## src/rtl/ir_pkg.sv

```systemverilog
// Shared NEC infrared definitions: transmitter state encoding and frame timing in NEC units.
// The receiver uses the same unit constants.
package ir_pkg;

  typedef enum logic [2:0] {
    ST_IDLE,
    ST_LEAD_MARK,
    ST_LEAD_SPACE,
    ST_BIT_MARK,
    ST_BIT_SPACE,
    ST_STOP_MARK,
    ST_GAP
  } state_t;

  localparam int unsigned LEAD_MARK_U  = 16;
  localparam int unsigned LEAD_SPACE_U = 8;
  localparam int unsigned MARK_U       = 1;
  localparam int unsigned BIT0_SPACE_U = 1;
  localparam int unsigned BIT1_SPACE_U = 3;
  localparam int unsigned FRAME_BITS   = 32;

  function automatic logic is_mark(input state_t s);
    return s inside {ST_LEAD_MARK, ST_BIT_MARK, ST_STOP_MARK};
  endfunction

endpackage

```

## src/rtl/ir_carrier_gen.sv

```systemverilog
// Carrier phase counter with duty compare. carrier reflects the phase that will be held
// after the next edge, so a registered consumer lines up with the phase register.
module ir_carrier_gen #(
  parameter int unsigned CARRIER_DIV = 316,
  parameter int unsigned CARRIER_HI  = 105
) (
  input  logic clk,
  input  logic rst,
  input  logic clr,
  output logic carrier
);

  localparam int unsigned PH_W = (CARRIER_DIV > 1) ? $clog2(CARRIER_DIV) : 1;

  logic [PH_W-1:0] phase;
  logic [PH_W-1:0] phase_nxt;

  always_comb begin
    phase_nxt = '0;
    if (!clr && (phase != PH_W'(CARRIER_DIV - 1))) phase_nxt = phase + PH_W'(1);
  end

  assign carrier = (32'(phase_nxt) < CARRIER_HI);

  always_ff @(posedge clk) begin
    if (rst) phase <= '0;
    else     phase <= phase_nxt;
  end

endmodule

```

## src/rtl/ir_tx.sv

```systemverilog
// NEC infrared transmitter: serialises a 32-bit word LSB first into leader, bits, stop mark
// and gap, driving a modulated LED output plus the raw envelope.
module ir_tx
  import ir_pkg::*;
#(
  parameter int unsigned UNIT_CYC    = 6750,
  parameter int unsigned CARRIER_DIV = 316,
  parameter int unsigned CARRIER_HI  = 105,
  parameter int unsigned GAP_UNITS   = 72
) (
  input  logic        clk,
  input  logic        rst,
  input  logic        send,
  input  logic [31:0] data,
  output logic        busy,
  output logic        done,
  output logic        tx_env,
  output logic        tx_out
);

  localparam int unsigned CYC_W     = (UNIT_CYC > 1) ? $clog2(UNIT_CYC) : 1;
  localparam int unsigned UNIT_MAX  = (GAP_UNITS > LEAD_MARK_U) ? GAP_UNITS : LEAD_MARK_U;
  localparam int unsigned UNIT_W    = $clog2(UNIT_MAX + 1);
  localparam state_t      FINAL_ST  = (GAP_UNITS == 0) ? ST_STOP_MARK : ST_GAP;
  localparam int unsigned FINAL_LEN = (GAP_UNITS == 0) ? MARK_U : GAP_UNITS;

  function automatic int unsigned state_len(input state_t s, input logic bit_val);
    case (s)
      ST_LEAD_MARK:  return LEAD_MARK_U;
      ST_LEAD_SPACE: return LEAD_SPACE_U;
      ST_BIT_SPACE:  return bit_val ? BIT1_SPACE_U : BIT0_SPACE_U;
      ST_GAP:        return GAP_UNITS;
      default:       return MARK_U;
    endcase
  endfunction

  state_t            state, state_nxt;
  logic [CYC_W-1:0]  cyc, cyc_nxt;
  logic [UNIT_W-1:0] unit, unit_nxt;
  logic [4:0]        idx, idx_nxt;
  logic [31:0]       shreg, shreg_nxt;
  logic              done_nxt;
  logic              unit_end;
  logic              state_end;
  logic              carrier_clr;
  logic              carrier;

  // Next-state, counters and shift register
  always_comb begin
    state_nxt = state;
    cyc_nxt   = cyc;
    unit_nxt  = unit;
    idx_nxt   = idx;
    shreg_nxt = shreg;
    unit_end  = (cyc == CYC_W'(UNIT_CYC - 1));
    state_end = unit_end && (unit == UNIT_W'(state_len(state, shreg[0]) - 1));

    if (state == ST_IDLE) begin
      if (send) begin
        state_nxt = ST_LEAD_MARK;
        shreg_nxt = data;
        idx_nxt   = '0;
        cyc_nxt   = '0;
        unit_nxt  = '0;
      end
    end else begin
      if (unit_end) begin
        cyc_nxt  = '0;
        unit_nxt = unit + UNIT_W'(1);
      end else begin
        cyc_nxt  = cyc + CYC_W'(1);
      end
      if (state_end) begin
        unit_nxt = '0;
        case (state)
          ST_LEAD_MARK:  state_nxt = ST_LEAD_SPACE;
          ST_LEAD_SPACE: state_nxt = ST_BIT_MARK;
          ST_BIT_MARK:   state_nxt = ST_BIT_SPACE;
          ST_BIT_SPACE: begin
            shreg_nxt = shreg >> 1;
            if (idx == 5'(FRAME_BITS - 1)) begin
              state_nxt = ST_STOP_MARK;
            end else begin
              state_nxt = ST_BIT_MARK;
              idx_nxt   = idx + 5'd1;
            end
          end
          ST_STOP_MARK:  state_nxt = (GAP_UNITS == 0) ? ST_IDLE : ST_GAP;
          default:       state_nxt = ST_IDLE;
        endcase
      end
    end

    // done is registered, so raise it when the coming cycle is the final one of the frame
    done_nxt = (state_nxt == FINAL_ST) && (cyc_nxt == CYC_W'(UNIT_CYC - 1)) &&
               (unit_nxt == UNIT_W'(FINAL_LEN - 1));
  end

  assign carrier_clr = is_mark(state_nxt) && (state_nxt != state);

  ir_carrier_gen #(
    .CARRIER_DIV(CARRIER_DIV),
    .CARRIER_HI (CARRIER_HI)
  ) u_carrier (
    .clk    (clk),
    .rst    (rst),
    .clr    (carrier_clr),
    .carrier(carrier)
  );

  always_ff @(posedge clk) begin
    if (rst) begin
      state  <= ST_IDLE;
      cyc    <= '0;
      unit   <= '0;
      idx    <= '0;
      shreg  <= '0;
      busy   <= 1'b0;
      done   <= 1'b0;
      tx_env <= 1'b0;
      tx_out <= 1'b0;
    end else begin
      state  <= state_nxt;
      cyc    <= cyc_nxt;
      unit   <= unit_nxt;
      idx    <= idx_nxt;
      shreg  <= shreg_nxt;
      busy   <= (state_nxt != ST_IDLE);
      done   <= done_nxt;
      tx_env <= is_mark(state_nxt);
      tx_out <= is_mark(state_nxt) & carrier;
    end
  end

endmodule
```

## config.mk

```make
export PLATFORM = sky130hd
export DESIGN_NAME = ir_tx
export DESIGN_NICKNAME = d
export VERILOG_FILES = /design/src/rtl/ir_pkg.sv /design/src/rtl/ir_carrier_gen.sv /design/src/rtl/ir_tx.sv
export SDC_FILE = /design/constraint.sdc
export NUM_CORES = 1
export LEC_CHECK = 0
export BUFFER_PORTS_ARGS = -buffer_cell sky130_fd_sc_hd__buf_4
export CAP_MARGIN = 10
export CORE_MARGIN = 1.5
export CORE_UTILIZATION = 50
export CTS_CLUSTER_DIAMETER = 100
export DETAILED_ROUTE_END_ITERATION = 7
export PLACE_DENSITY = 0.69
export SLEW_MARGIN = 20
export SYNTH_ARGS = -nofsm -noshare
export SYNTH_HDL_FRONTEND = slang
export SYNTH_SLANG_ARGS = --single-unit
```

## constraint.sdc

```tcl
create_clock -name clk -period 3.5 [get_ports clk]
set_input_delay 0.175 -clock clk [delete_from_list [all_inputs] [get_ports clk]]
set_output_delay 0.175 -clock clk [all_outputs]
set_load 0.1 [all_outputs]
```

Word-level counts from Yosys, hierarchy flattened:

Cells that the tools add are included.

* bits in read-only memories: 0
* output and inout bits: 4
* memories: 0
* register bits after elaboration: 73
* RAM bits: 0
* logic and storage cells: 73
* latch bits: 0

* bitwise logic cells: 1
* shifts and indexed selects: 0
* equality and inequality tests: 19
* muxes and demuxes: 24
* $mul: 0
* $lt $le $gt $ge: 1
* div/mod/pow operators: 0
* $add $sub $neg: 5
* reductions and logical operators: 13

Operator list (number)
* 32-bit 2-to-1 mux: 4
* 13-bit 2-to-1 mux: 3
* 7-bit 2-to-1 mux: 4
* 7-bit case mux with 4 select lines: 1
* 13-bit == test (second input constant): 2
* 5-bit 2-to-1 mux: 5
* 3-bit == test (second input constant): 5
* 3-bit case mux with 5 select lines: 1
* 13-bit by 1-bit adder with 13-bit output (second input constant): 1
* 3-bit 2-to-1 mux: 4
* 9-bit by 1-bit adder with 9-bit output (second input constant): 1
* 3-bit by 2-bit == test with 1-bit output (second input constant): 3
* 9-bit by 7-bit less-than comparator with 1-bit output (second input constant): 1
* 9-bit 2-to-1 mux: 1
* 9-bit inequality test (second input constant): 1
* 7-bit by 1-bit adder with 7-bit output (second input constant): 1
* 7-bit == test: 1
* 7-bit == test (second input constant): 1
* 7-bit by 1-bit subtractor with 7-bit output (second input constant): 1
* 3-bit by 1-bit == test with 1-bit output (second input constant): 2
* 3-bit nonzero test: 2
* 5-bit by 1-bit adder with 5-bit output (second input constant): 1
* 5-bit == test (second input constant): 1
* 1-bit logical AND: 5
* 9 further kinds: 11

Logic depth before layout (Yosys ltp):

Gate-level depths: netlist of run 1.

* depth after elaboration: 15
* mapped depth: 15
* gate-level depth less buffers: 11

Hierarchy:

A second synthesis of run 1 with hierarchy kept.

* cell total of the unflattened synthesis: 517
* area total of the unflattened synthesis: 4023.9 um2

Modules (own cells, without submodules)
* ir_tx: seq. area each 1281.2 um2, cells each 454, area each 3498.4 um2, instances 1
* ir_carrier_gen: seq. area each 180.2 um2, cells each 63, area each 525.5 um2, instances 1

Worst setup path after synthesis of run 1:

Ideal clock, no wire load.

* kind: register to register
* start: reg state[1]
* end: reg busy
* arrival time: 2906 ps
* period minus slack after synthesis: 3033 ps
* data required time: 3373 ps
* slack: 467 ps
* setup time: 127 ps
* cell stages (with the launch flop): 14
* cells stage by stage: dfxtp_1 > buf_6 > nor2b_1 > buf_2 > or2_2 > ha_1 > ha_1 > xnor2_1 > nor4_4 > o2111ai_2 > nor2_1 > o21ai_1 > a31o_1 > or3_1

* cells in the longest elaborated chain, start to end: 8

RTL lines
* start, declared: RTL line ir_tx.sv:37 `state_t state, state_nxt;`
* start signal, assigned: RTL line ir_tx.sv:123 `state <= state_nxt;`
* 3-bit == test, or another cell as far along: RTL line ir_tx.sv:28 `case (s)`
* 7-bit case mux with 4 select lines: RTL line ir_tx.sv:28
* 7-bit by 1-bit subtractor with 7-bit output: RTL line ir_tx.sv:56 `state_end = unit_end && (unit == UNIT_W'(state_len(state, shreg[0]) - 1));`
* 7-bit == test: RTL line ir_tx.sv:56
* 1-bit logical AND: RTL line ir_tx.sv:56
* 3-bit 2-to-1 mux: RTL line ir_tx.sv:73 `if (state_end) begin`
* 3-bit 2-to-1 mux *: RTL line ir_tx.sv:58 `if (state == ST_IDLE) begin`
* 3-bit nonzero test *: RTL line ir_tx.sv:128 `busy <= (state_nxt != ST_IDLE);`
* end signal, assigned: RTL line ir_tx.sv:128
* end, declared: RTL line ir_tx.sv:15 `output logic busy,`

Mark *: on every way between the ends. The rest lies on a longest branch, timed or not.
A chain may end at the register's enable or synchronous reset.

Worst setup path in the final report of run 1:

* start: reg state[0]
* end: reg shreg[19]

* cells in the longest elaborated chain, start to end: 7

RTL lines
* 3-bit == test, or another cell as far along: RTL line ir_tx.sv:28
* 7-bit case mux with 4 select lines: RTL line ir_tx.sv:28
* 7-bit by 1-bit subtractor with 7-bit output: RTL line ir_tx.sv:56
* 7-bit == test: RTL line ir_tx.sv:56
* 1-bit logical AND: RTL line ir_tx.sv:56
* 2-bit nonzero test (no line)
* 3-bit AND reduction (no line)
* end signal, assigned: RTL line ir_tx.sv:127 `shreg <= shreg_nxt;`
* end, declared: RTL line ir_tx.sv:41 `logic [31:0] shreg, shreg_nxt;`

Parallel ways exist; a longest one is shown, timed or not.

==> reports/qor.yml, run 1 <==
run_status:
  run_status: "finished clean"
die:
  dieArea_sq_um: 8580
  die_w_um: 92.6
  start_util: 0.517
  core.rowCount: 32
  coreArea_sq_um: 7770
  die_y_um: 92.6
  io_pins: 39
placed_design:
  port_buffers: 38
  dpl_cell_area_sq_um: 4350
  gp_congestion: 0.902
  post-place-ws_ns: 0.347
  placedCellCount: 620
  hpwl_um: 5850
cts:
  clk_pin_slew_ns: 0.08
  h-tree-depth: 3
  root_buffer: "clkbuf_8"
  cts.sinks: 73
  tritoncts: "done"
  clkLatencyLatePin_ns: 0.34
  postCtsSetupBuffers: 0
  clockBufferDepth: 2
  cts-buffers-inserted: 9
global_route:
  grt_start_max_net_pins: 63
  grtUsageTotal: 0.216
  overflow: 0
  antenna_found_initial: 0
  grt_pass1_wl_um: 15200
  grt_pass1_vias: 3407
routing:
  drc: 0
  wirelength_um: 8700
  first_pass_iters: 5
  vias_per_cell: 5.77
  ant_nets: 0
  via_count: 3657
  drt_iter0_drc: 177
  wl_per_cell_um: 13.7
  wl_met2_um: 3980
  top_layer_used: "met4"
  wl_met1_um: 4180
  wl_met3_um: 408
sta:
  fmax_mhz: 322
  fin_hold_ws_ns: 0.0925
  min_period_ns: 3.10
  rsz0062_at_grt: "false"
  layout_setup_ws_ns: 0.396
  finalClockSkew_ns: 0.00741
  hold_viol_final: 0
  setup_violations: 0
  timing.final.crit_share: 0.887
  finalMaxSlewViolations: 0
  tightest_slew_ns: 0.700
  slew_headroom: 0.534
  final.setup.tns_ns: 0
final_layout:
  fin_area_sq_um: 4580
  area_growth_pct: 14.1
  layout.core_utilization: 0.590
  drive_gt1_frac: 0.158
  fillers: 739
  diodes: 0
  num-nets-final: 572
  final_cells: 634
power:
  powerDensity_nw_per_um2: 437
  p_int_mw: 1.47
  power_leakage_nw: 1.69
  p_seq_frac: 0.457
  p_sw_frac: 0.265
  switchingPower_mw: 0.530
  clkPwrFrac: 0.389
  finalPower_mw: 2.00
  ir_drop_uv: 294
  power.share.combinational: 0.155
worst_setup_path:
  cp.required_ns: 3.75
  cp_slowest_cell: "dfxtp_1"
  arrival_ns: 3.36
  reg2reg_depth: 12
  r2r-start: "state[0]"
  critPathMaxFanout: 62
  critPathMaxStageDelay_ns: 0.39
  cp_common_cell: "ha_1"
  end_kind: "register"
  r2r-end: "shreg[19]"
  cp_cell_sequence: "nor3b_2, or2_2, ha_1, ha_1, xnor2_1, nor4_4, o2111ai_2, o21a_2, nor2_8, buf_12, nor2_1, a311oi_1"
  reg2reg_slack_ns: 0.40
  criticalPathCategory: "register to register"
  critPathLaunchType: "register"
yosys:
  async_reset_ff_frac: 0
  synth_edf_count: 0
  synth_cells: 505
  synthFlopType: "dfxtp_1"
  synth_fp_nets: 548
  synth-seq-cells: 73
  yosys_warnings: 0
  seq_area_frac_synth: 0.364
  synth_cell_types: 64
  syn_area_sq_um: 4020
  postSynthAreaPerCell_sq_um: 7.95
worst_hold_path:
  min-delay-path-class: "primary input to register"
  min_to: "shreg[22]"
  whs_path_depth: 3
  hold_path.startpoint: "data[22]"
run:
  maxCapViolCount: 0
[area by class of cell]
cell class / instances / area (sq um) / area share
timing repair buffer: 50 / 388 / 0.0847
multi-input combinational: 385 / 2330 / 0.510
sequential: 73 / 1460 / 0.319
tap: 102 / 128 / 0.0279
clock buffer: 9 / 124 / 0.0270
clock inverter: 5 / 106 / 0.0232
inverter: 10 / 37.5 / 0.00820
[synthesized netlist by cell type, drive strengths merged, types with 3 or more instances]
cell / count / area, sq um
a21oi: 26 / 134
a22oi: 3 / 22.5
a311oi: 35 / 307
a31oi: 7 / 43.8
and3: 5 / 31.3
buf: 17 / 119
clkbuf: 20 / 75.1
dfxtp: 73 / 1460
ha: 8 / 100
inv: 10 / 37.5
mux2i: 3 / 30.0
nand2: 91 / 342
nand2b: 4 / 25.0
nand3: 11 / 60.1
nand3b: 5 / 37.5
nand4: 8 / 50.1
nor2: 72 / 287
nor3: 14 / 75.1
nor3b: 3 / 27.5
nor4: 8 / 86.3
o2111ai: 3 / 32.5
o21ai: 18 / 90.1
o22ai: 3 / 18.8
o31ai: 3 / 22.5
or3: 3 / 18.8
xnor2: 14 / 123
xor2: 7 / 61.3
[power groups by stage]
stage / Clock, mW / Combinational, mW / Sequential (mW)
6_report: 0.778 / 0.310 / 0.914
5_1_grt: 0.831 / 0.350 / 0.919
4_1_cts: 0.788 / 0.311 / 0.914
3_5_place_dp: 0 / 0.311 / 0.932
3_3_place_gp: 0 / 0.304 / 0.931
2_1_floorplan: 0 / 0.215 / 0.947
[layer usage]
layer | GRT usage | vias up
met5 | 0 | -
met4 | 0.0808 | 0
met3 | 0.0386 | 16
met2 | 0.355 | 99
met1 | 0.284 | 1688
li1 | - | 1854
[state kept, by name, indices dropped and copies added, names as in the netlist]
signal / flops
shreg: 32
done: 1
tx_out: 1
unit: 7
idx: 5
tx_env: 1
cyc: 13
state: 3
busy: 1
u_carrier.phase: 9
[worst max-delay path: cells and delay by family, from the launching register on]
family	cells	cell delay [ns]
and+or+nand+nor	5	0.88
AOI/OAI and AO/OA	3	0.76
adders and majority gates	2	0.56
DFF	1	0.39
buffers and inverters	1	0.24
xor gates and xnor gates	1	0.16
[what timing repair did]
action                     in CTS  in global routing
setup endpoints to repair       0                  1
hold buffers                    0                  0
gates resized for setup         0                  1
[worst max path at each step]
stage | end | slack (ns) | startpoint | depth (start not counted)
CTS | done | 0.29 | state[0] | 11
floorplan | busy | 0.47 | state[1] | 13
finish | shreg[19] | 0.40 | state[0] | 12
global route | shreg[13] | 0.09 | state[0] | 12
detailed placement | done | 0.35 | state[0] | 11
global placement | done | 0.42 | state[0] | 11
[kinds of logic (layout without fill, tap and decap cells)]
family | count (synthesis) | count (layout) | synth area share
AO/OA/AOI/OAI | 114 | 114 | 0.204
XOR/XNOR | 21 | 21 | 0.0458
adder cells (fa/ha/maj) | 8 | 8 | 0.0249
buffers and inverters | 47 | 74 | 0.0576
flip-flops | 73 | 73 | 0.364
multiplexers | 5 | 5 | 0.0131
AND/OR/NAND/NOR | 237 | 237 | 0.291
[cells in the final DEF, fill, tap and decap left out, types with 4 or more instances in the layout]
cell type,Yosys,layout
a21oi_1,25,25
a311oi_1,35,35
a31oi_1,7,7
and3_1,5,5
buf_4,1,49
clkbuf_8,0,9
dfxtp_1,73,73
ha_1,8,8
inv_1,10,10
nand2_1,91,91
nand2b_1,4,4
nand3_1,10,10
nand3b_1,5,5
nand4_1,8,8
nor2_1,71,71
nor3_1,13,12
nor4_1,5,4
o21ai_0,17,17
xnor2_1,14,14
xor2_1,7,7
Power figures use the tool's default switching activity.
==> run 2, diff against run 1 <==
--- a/config.mk
+++ b/config.mk
@@ -13,4 +13,5 @@
 export DETAILED_ROUTE_END_ITERATION = 7
 export PLACE_DENSITY = 0.69
+export SETUP_SLACK_MARGIN = 0.2
 export SLEW_MARGIN = 20
 export SYNTH_ARGS = -nofsm -noshare
==> constraint.sdc (replaced) <==
create_clock -name clk -period 3.5 [get_ports clk]
set_input_delay 0.7 -clock clk [delete_from_list [all_inputs] [get_ports clk]]
set_output_delay 0.7 -clock clk [all_outputs]
set_load 0.1 [all_outputs]
==> run 2 against run 1 <==
Against the previous run:
- die area is the same
- register-to-register slack gained 0.07 ns
- clock-buffer cell count is the same
- via count grew 0.11%
- cell area grew 0.74%
- total power grew 0.50%
- critical path type unchanged
- critical endpoint is now busy
- highest routed layer unchanged
==> reports/qor.yml, run 2 (synthesis gave the netlist of run 1 again) <==
run_status:
  run_status: "finished clean"  # unchanged
worst_setup_path:
  cp_slowest_cell: "or3_1"  # was dfxtp_1
  cp_cell_sequence: "buf_4, nor2_1, nand3_1, ha_2, ha_1, xnor2_1, nor4_4, o2111ai_2, nor2_1, o21ai_1, a31o_1, or3_1"  # was nor3b_2, or2_2, ha_1, ha_1, xnor2_1, nor4_4, o2111ai_2, o21a_2, nor2_8, buf_12, nor2_1, a311oi_1
  reg2reg_slack_ns: 0.47  # was 0.40 ns
  worst-path-buf-inv: 1  # unchanged
  cp.required_ns: 3.72  # was 3.75 ns
  crit_family: "simple AND/OR/NAND/NOR gates"  # unchanged
  criticalPathCategory: "register to register"  # unchanged
  critPathMaxStageDelay_ns: 0.38  # was 0.39 ns
  critPathMaxFanout: 14  # was 62
  arrival_ns: 3.25  # was 3.36 ns
  end_kind: "register"  # unchanged
  critPathLaunchType: "register"  # unchanged
  cp_common_cell: "nor2_1"  # was ha_1
global_route:
  grt_pass1_wl_um: 15200  # unchanged
  grtUsageMet1: 0.284  # unchanged
  grtUsageMet2: 0.355  # unchanged
  overflow: 0  # unchanged
  grt_pass1_vias: 3407  # unchanged
  grt_busiest_layer: "met2"  # unchanged
  grt_start_max_net_pins: 63  # unchanged
  antenna_found_initial: 0  # unchanged
  grtUsageMet3: 0.0386  # unchanged
  grtUsageTotal: 0.216  # unchanged
cts:
  root_buffer: "clkbuf_8"  # unchanged
  clkLatencyLatePin_ns: 0.34  # about the same
  tritoncts: "done"  # unchanged
  clockBufferDepth: 2  # unchanged
  hold_buffers: 0  # unchanged
  cts.sinks: 73  # unchanged
  clk_pin_slew_ns: 0.08  # about the same
  cts-buffers-inserted: 9  # unchanged
  h-tree-depth: 3  # unchanged
final_layout:
  final_common_cell: "nand2_1"  # unchanged
  seq_area_sq_um: 1460  # unchanged
  multi_input_area_sq_um: 2340  # was 2330 sq um
  num-nets-final: 573  # was 572
  largest-register: "shreg"  # unchanged
  diodes: 0  # unchanged
  drive_gt1_frac: 0.161  # was 0.158
  fin_area_sq_um: 4610  # was 4580 sq um
  layout_common_cells: "nand2_1, dfxtp_1, nor2_1, buf_4, a311oi_1"  # unchanged
  area_growth_pct: 14.9  # was 14.1%
  reg.largest.list: "shreg: 32 flops, cyc: 13 flops, u_carrier.phase: 9 flops"  # unchanged
  fillers: 736  # was 739
  largest_reg_flops: 32  # unchanged
sta:
  timing.final.crit_share: 0.866  # was 0.887
  finalClockSkew_ns: 0.00653  # was 0.00741 ns
  fmax_mhz: 330  # was 322 MHz
  rsz0062_at_grt: "false"  # unchanged
  hold_viol_final: 0  # unchanged
  finalMaxSlewViolations: 0  # unchanged
  min_period_ns: 3.03  # was 3.10 ns
  final.setup.tns_ns: 0  # unchanged
  fin_hold_ws_ns: 0.481  # was 0.0925 ns
  tightest_slew_ns: 0.685  # was 0.700 ns
  slew_headroom: 0.543  # was 0.534
  setup_violations: 0  # unchanged
routing:
  drt_iter0_drc: 167  # was 177
  ant_nets: 0  # unchanged
  wl_per_cell_um: 14.1  # was 13.7 um
  first_pass_iters: 5  # unchanged
  via_count: 3661  # was 3,657
  wirelength_um: 8940  # was 8700 um
  vias_per_cell: 5.77  # about the same
  drc: 0  # unchanged
placed_design:
  gp_congestion: 0.902  # unchanged
  port_buffers: 38  # unchanged
  hpwl_um: 5850  # unchanged
  dpl_cell_area_sq_um: 4350  # unchanged
die:
  core.rowCount: 32  # unchanged
  start_util: 0.517  # unchanged
  die_w_um: 92.6  # unchanged
  die_y_um: 92.6  # unchanged
  dieArea_sq_um: 8580  # unchanged
  io_pins: 39  # unchanged
  coreArea_sq_um: 7770  # unchanged
power:
  powerDensity_nw_per_um2: 436  # was 437 nW/um^2
  ir_drop_uv: 294  # about the same
  power_leakage_nw: 1.70  # was 1.69 nW
worst_hold_path:
  min-delay-path-class: "register to register"  # was primary input to register
run:
  maxCapViolCount: 0  # unchanged
## run 2: cell types whose count changed in the layout (fill, tap and decap cells not counted)
cell and change:
clkbuf_16 +1, nor3b_2 -1, nor3b_4 +1, ha_1 -1, ha_2 +1
## run 2: per-stage QoR
stage | total power [mW] | utilization | setup WS, ns | instances
6_report | 2.01 | 0.594 | 0.471 | 635
2_1_floorplan | 1.16 | - | 0.467 | 505
3_3_place_gp | 1.24 | 0.560 | 0.419 | 620
4_1_cts | 2.01 | 0.589 | 0.291 | 634
3_5_place_dp | 1.24 | 0.560 | 0.347 | 620
5_1_grt | 2.11 | 0.594 | 0.244 | 635
## run 2: where the power goes
part / internal, mW / switching [mW]
registers: 0.884 / 0.0303
logic: 0.128 / 0.194
clock network: 0.467 / 0.308
total: 1.48 / 0.532
## run 2: worst paths after layout
path | startpoint | end | depth (start not counted)
hold reg to reg | shreg[4] | shreg[3] | 2
hold / removal | shreg[4] | shreg[3] | 2
setup reg to reg | state[1] | busy | 12
setup / recovery | state[1] | busy | 12
## run 2: what timing repair did
item                       4_1_cts  5_1_grt
setup buffers                    0        0
setup endpoints to repair        0       38
gates resized for setup          0        3
## run 2: layout make-up
class	count	share of cell area
timing repair buffer	51	0.0895
clock inverter	5	0.0231
multi-input combinational	385	0.508
sequential	73	0.317
clock buffer	9	0.0269
inverter	10	0.00814
tap	102	0.0277
## run 2: routing by layer
metal | wire (um) | vias to the layer above | part of all wire
met1 | 4240 | 1718 | 0.47
met2 | 4230 | 75 | 0.47
met4 | 143 | 0 | 0.016
met5 | 0 | - | 0
li1 | - | 1855 | -
met3 | 325 | 13 | 0.036
## run 2: tightest hold or removal path, delay by kind of cell (launching register included)
kind	cells	cell delay [ns]
compound gates	1	0.07
flops	1	0.31
simple gates	1	0.05
==> run 3, diff against run 2 <==
PLACE_DENSITY = 0.72   (was 0.69)
clock period = 2.45 ns   (was 3.5 ns; I/O delays follow)
==> run 3 against run 2 <==
Against the previous run:
- the run now ends with negative setup slack left
- largest cell class unchanged
- critical path depth did not move
- largest power group unchanged
- via count rose by 14%
- sequential share of layout area fell by 5.8 points
- clock power rose by 48%
- cell count rose by 11%
- first-iteration DRC count rose by 7.8%
- clock-buffer cell count did not move
- total power rose by 61%
- flip-flop and latch count did not move
- cell area rose by 23%
==> reports/qor.yml, run 3 (synthesis gave the netlist of run 1 again) <==
sta:
  rsz0062_at_grt: "true"  # was false
  finalClockSkew_ns: 0.0134  # was 0.00653 ns
  layout_setup_ws_ns: -0.370  # was 0.471 ns
  tightest_slew_ns: 0.444  # was 0.685 ns
  hold_viol_final: 0  # unchanged
  fin_hold_ws_ns: 0.401  # was 0.481 ns
  final.setup.tns_ns: -14.08  # was 0 ns
  finalMaxSlewViolations: 0  # unchanged
  setup_violations: 59  # was 0
  slew_headroom: 0.697  # was 0.543
  min_period_ns: 2.82  # was 3.03 ns
  timing.final.crit_share: 1.15  # was 0.866
  fmax_mhz: 355  # was 330 MHz
run_status:
  run_status: "finished with violations"  # was finished clean
  violations: "negative setup slack"
power:
  clkPwrFrac: 0.355  # was 0.385
  powerDensity_nw_per_um2: 570  # was 436 nW/um^2
  p_seq_frac: 0.407  # was 0.455
  power.share.combinational: 0.238  # was 0.160
  switchingPower_mw: 0.919  # was 0.532 mW
  power_leakage_nw: 2.16  # was 1.70 nW
  p_sw_frac: 0.284  # was 0.265
  ir_drop_uv: 344  # was 294 uV
  p_int_mw: 2.31  # was 1.48 mW
worst_setup_path:
  cp.required_ns: 2.70  # was 3.72 ns
  arrival_ns: 3.07  # was 3.25 ns
  reg2reg_depth: 12  # unchanged
  end_kind: "register"  # unchanged
  critPathMaxFanout: 6  # was 14
  critPathLaunchType: "register"  # unchanged
  criticalPathCategory: "register to register"  # unchanged
routing:
  via_count: 4183  # was 3,661
  wirelength_um: 11600  # was 8940 um
  drc: 0  # unchanged
  wl_per_cell_um: 16.5  # was 14.1 um
  ant_nets: 0  # unchanged
  vias_per_cell: 5.95  # was 5.77
  first_pass_iters: 5  # unchanged
  drt_iter0_drc: 180  # was 167
final_layout:
  largest_reg_flops: 32  # unchanged
  num-nets-final: 641  # was 573
  reg.largest.list: "shreg: 32 flops, cyc: 13 flops, u_carrier.phase: 9 flops"  # unchanged
  drive_gt1_frac: 0.343  # was 0.161
  layout_common_cells: "buf_4, nand2_1, dfxtp_1, nor2_1, a311oi_1"  # was nand2_1, dfxtp_1, nor2_1, buf_4, a311oi_1
  fin_area_sq_um: 5670  # was 4610 sq um
  largest-register: "shreg"  # unchanged
  diodes: 0  # unchanged
  final_common_cell: "buf_4"  # was nand2_1
  area_growth_pct: 41.2  # was 14.9%
  fillers: 549  # was 736
cts:
  hold_buffers: 0  # unchanged
  cts-buffers-inserted: 9  # unchanged
  clkLatencyLatePin_ns: 0.36  # was 0.34 ns
  cts.sinks: 73  # unchanged
  clk_pin_slew_ns: 0.08  # about the same
  clockBufferDepth: 2  # unchanged
  root_buffer: "clkbuf_8"  # unchanged
  tritoncts: "done"  # unchanged
  h-tree-depth: 3  # unchanged
global_route:
  overflow: 0  # unchanged
  grt_pass1_vias: 3921  # was 3,407
  antenna_found_initial: 0  # unchanged
  grtUsageTotal: 0.266  # was 0.216
  grt_start_max_net_pins: 33  # was 63
  grt_pass1_wl_um: 18300  # was 15,200 um
die:
  core.rowCount: 32  # unchanged
  die_y_um: 92.6  # unchanged
  die_w_um: 92.6  # unchanged
  dieArea_sq_um: 8580  # unchanged
  coreArea_sq_um: 7770  # unchanged
  io_pins: 39  # unchanged
  start_util: 0.517  # unchanged
placed_design:
  port_buffers: 38  # unchanged
  gp_congestion: 0.958  # was 0.902
  hpwl_um: 6930  # was 5850 um
  dpl_cell_area_sq_um: 4740  # was 4350 sq um
worst_hold_path:
  whs_path_depth: 3  # was 2
  min-delay-path-class: "primary input to register"  # was register to register
run:
  maxCapViolCount: 0  # unchanged
[run 3: power by group through the flow]
stage | clock network, mW | logic [mW] | registers [mW]
floorplan | 0 | 0.324 | 1.35
global placement | 0 | 0.511 | 1.33
detailed placement | 0 | 0.523 | 1.33
CTS | 1.15 | 0.675 | 1.30
global route | 1.22 | 0.826 | 1.32
finish | 1.15 | 0.769 | 1.31
[run 3: what timing repair did]
item,CTS,global route
cloned,5,1
pin swaps,16,14
endpoints found under the setup margin,60,60
resized for setup,44,44
setup buffers,18,4
[run 3: path summary, 6_finish.rpt]
kind | start | end | slack (ns)
setup reg to reg | state[0] | done | -0.37
hold reg to reg | shreg[28] | shreg[27] | 0.48
setup / recovery | state[0] | done | -0.37
hold / removal | data[9] | shreg[9] | 0.40
[run 3: area by class of cell]
class | instances | area (sq um) | share of cell area
Clock buffer | 9 | 124 | 0.0218
Clock inverter | 5 | 106 | 0.0188
Inverter | 10 | 37.5 | 0.00662
Multi-Input combinational cell | 385 | 2700 | 0.476
Sequential cell | 73 | 1470 | 0.259
Tap cell | 102 | 128 | 0.0225
Timing Repair Buffer | 119 | 1110 | 0.195
[run 3: metrics by stage]
step / setup WS, ns / power (mW) / std cells / utilization
final: -0.370 / 3.23 / 703 / 0.730
after global routing: -0.478 / 3.37 / 703 / 0.730
after CTS: -0.299 / 3.12 / 698 / 0.700
after detailed placement: -0.450 / 1.85 / 661 / 0.610
after global placement: -0.322 / 1.84 / 661 / 0.610
after floorplan: -0.307 / 1.68 / 505 / -
[run 3: worst max-delay path: stages (launching register included)]
cell,delay (ns)
dfxtp_4,0.38
nor3b_4,0.16
or2_4,0.24
ha_4,0.18
buf_4,0.15
o211a_1,0.23
a211oi_2,0.23
o21a_4,0.23
buf_4,0.13
buf_6,0.12
a31oi_4,0.08
nand4b_1,0.21
a2111oi_2,0.38
[run 3: layer usage]
layer,part of all wire,up-vias,GRT usage,routed length (um)
met2,0.50,148,0.437,5810
li1,-,2004,-,-
met5,0,-,0,0
met1,0.43,2002,0.343,4970
met4,0.020,0,0.0997,231
met3,0.050,29,0.0542,582
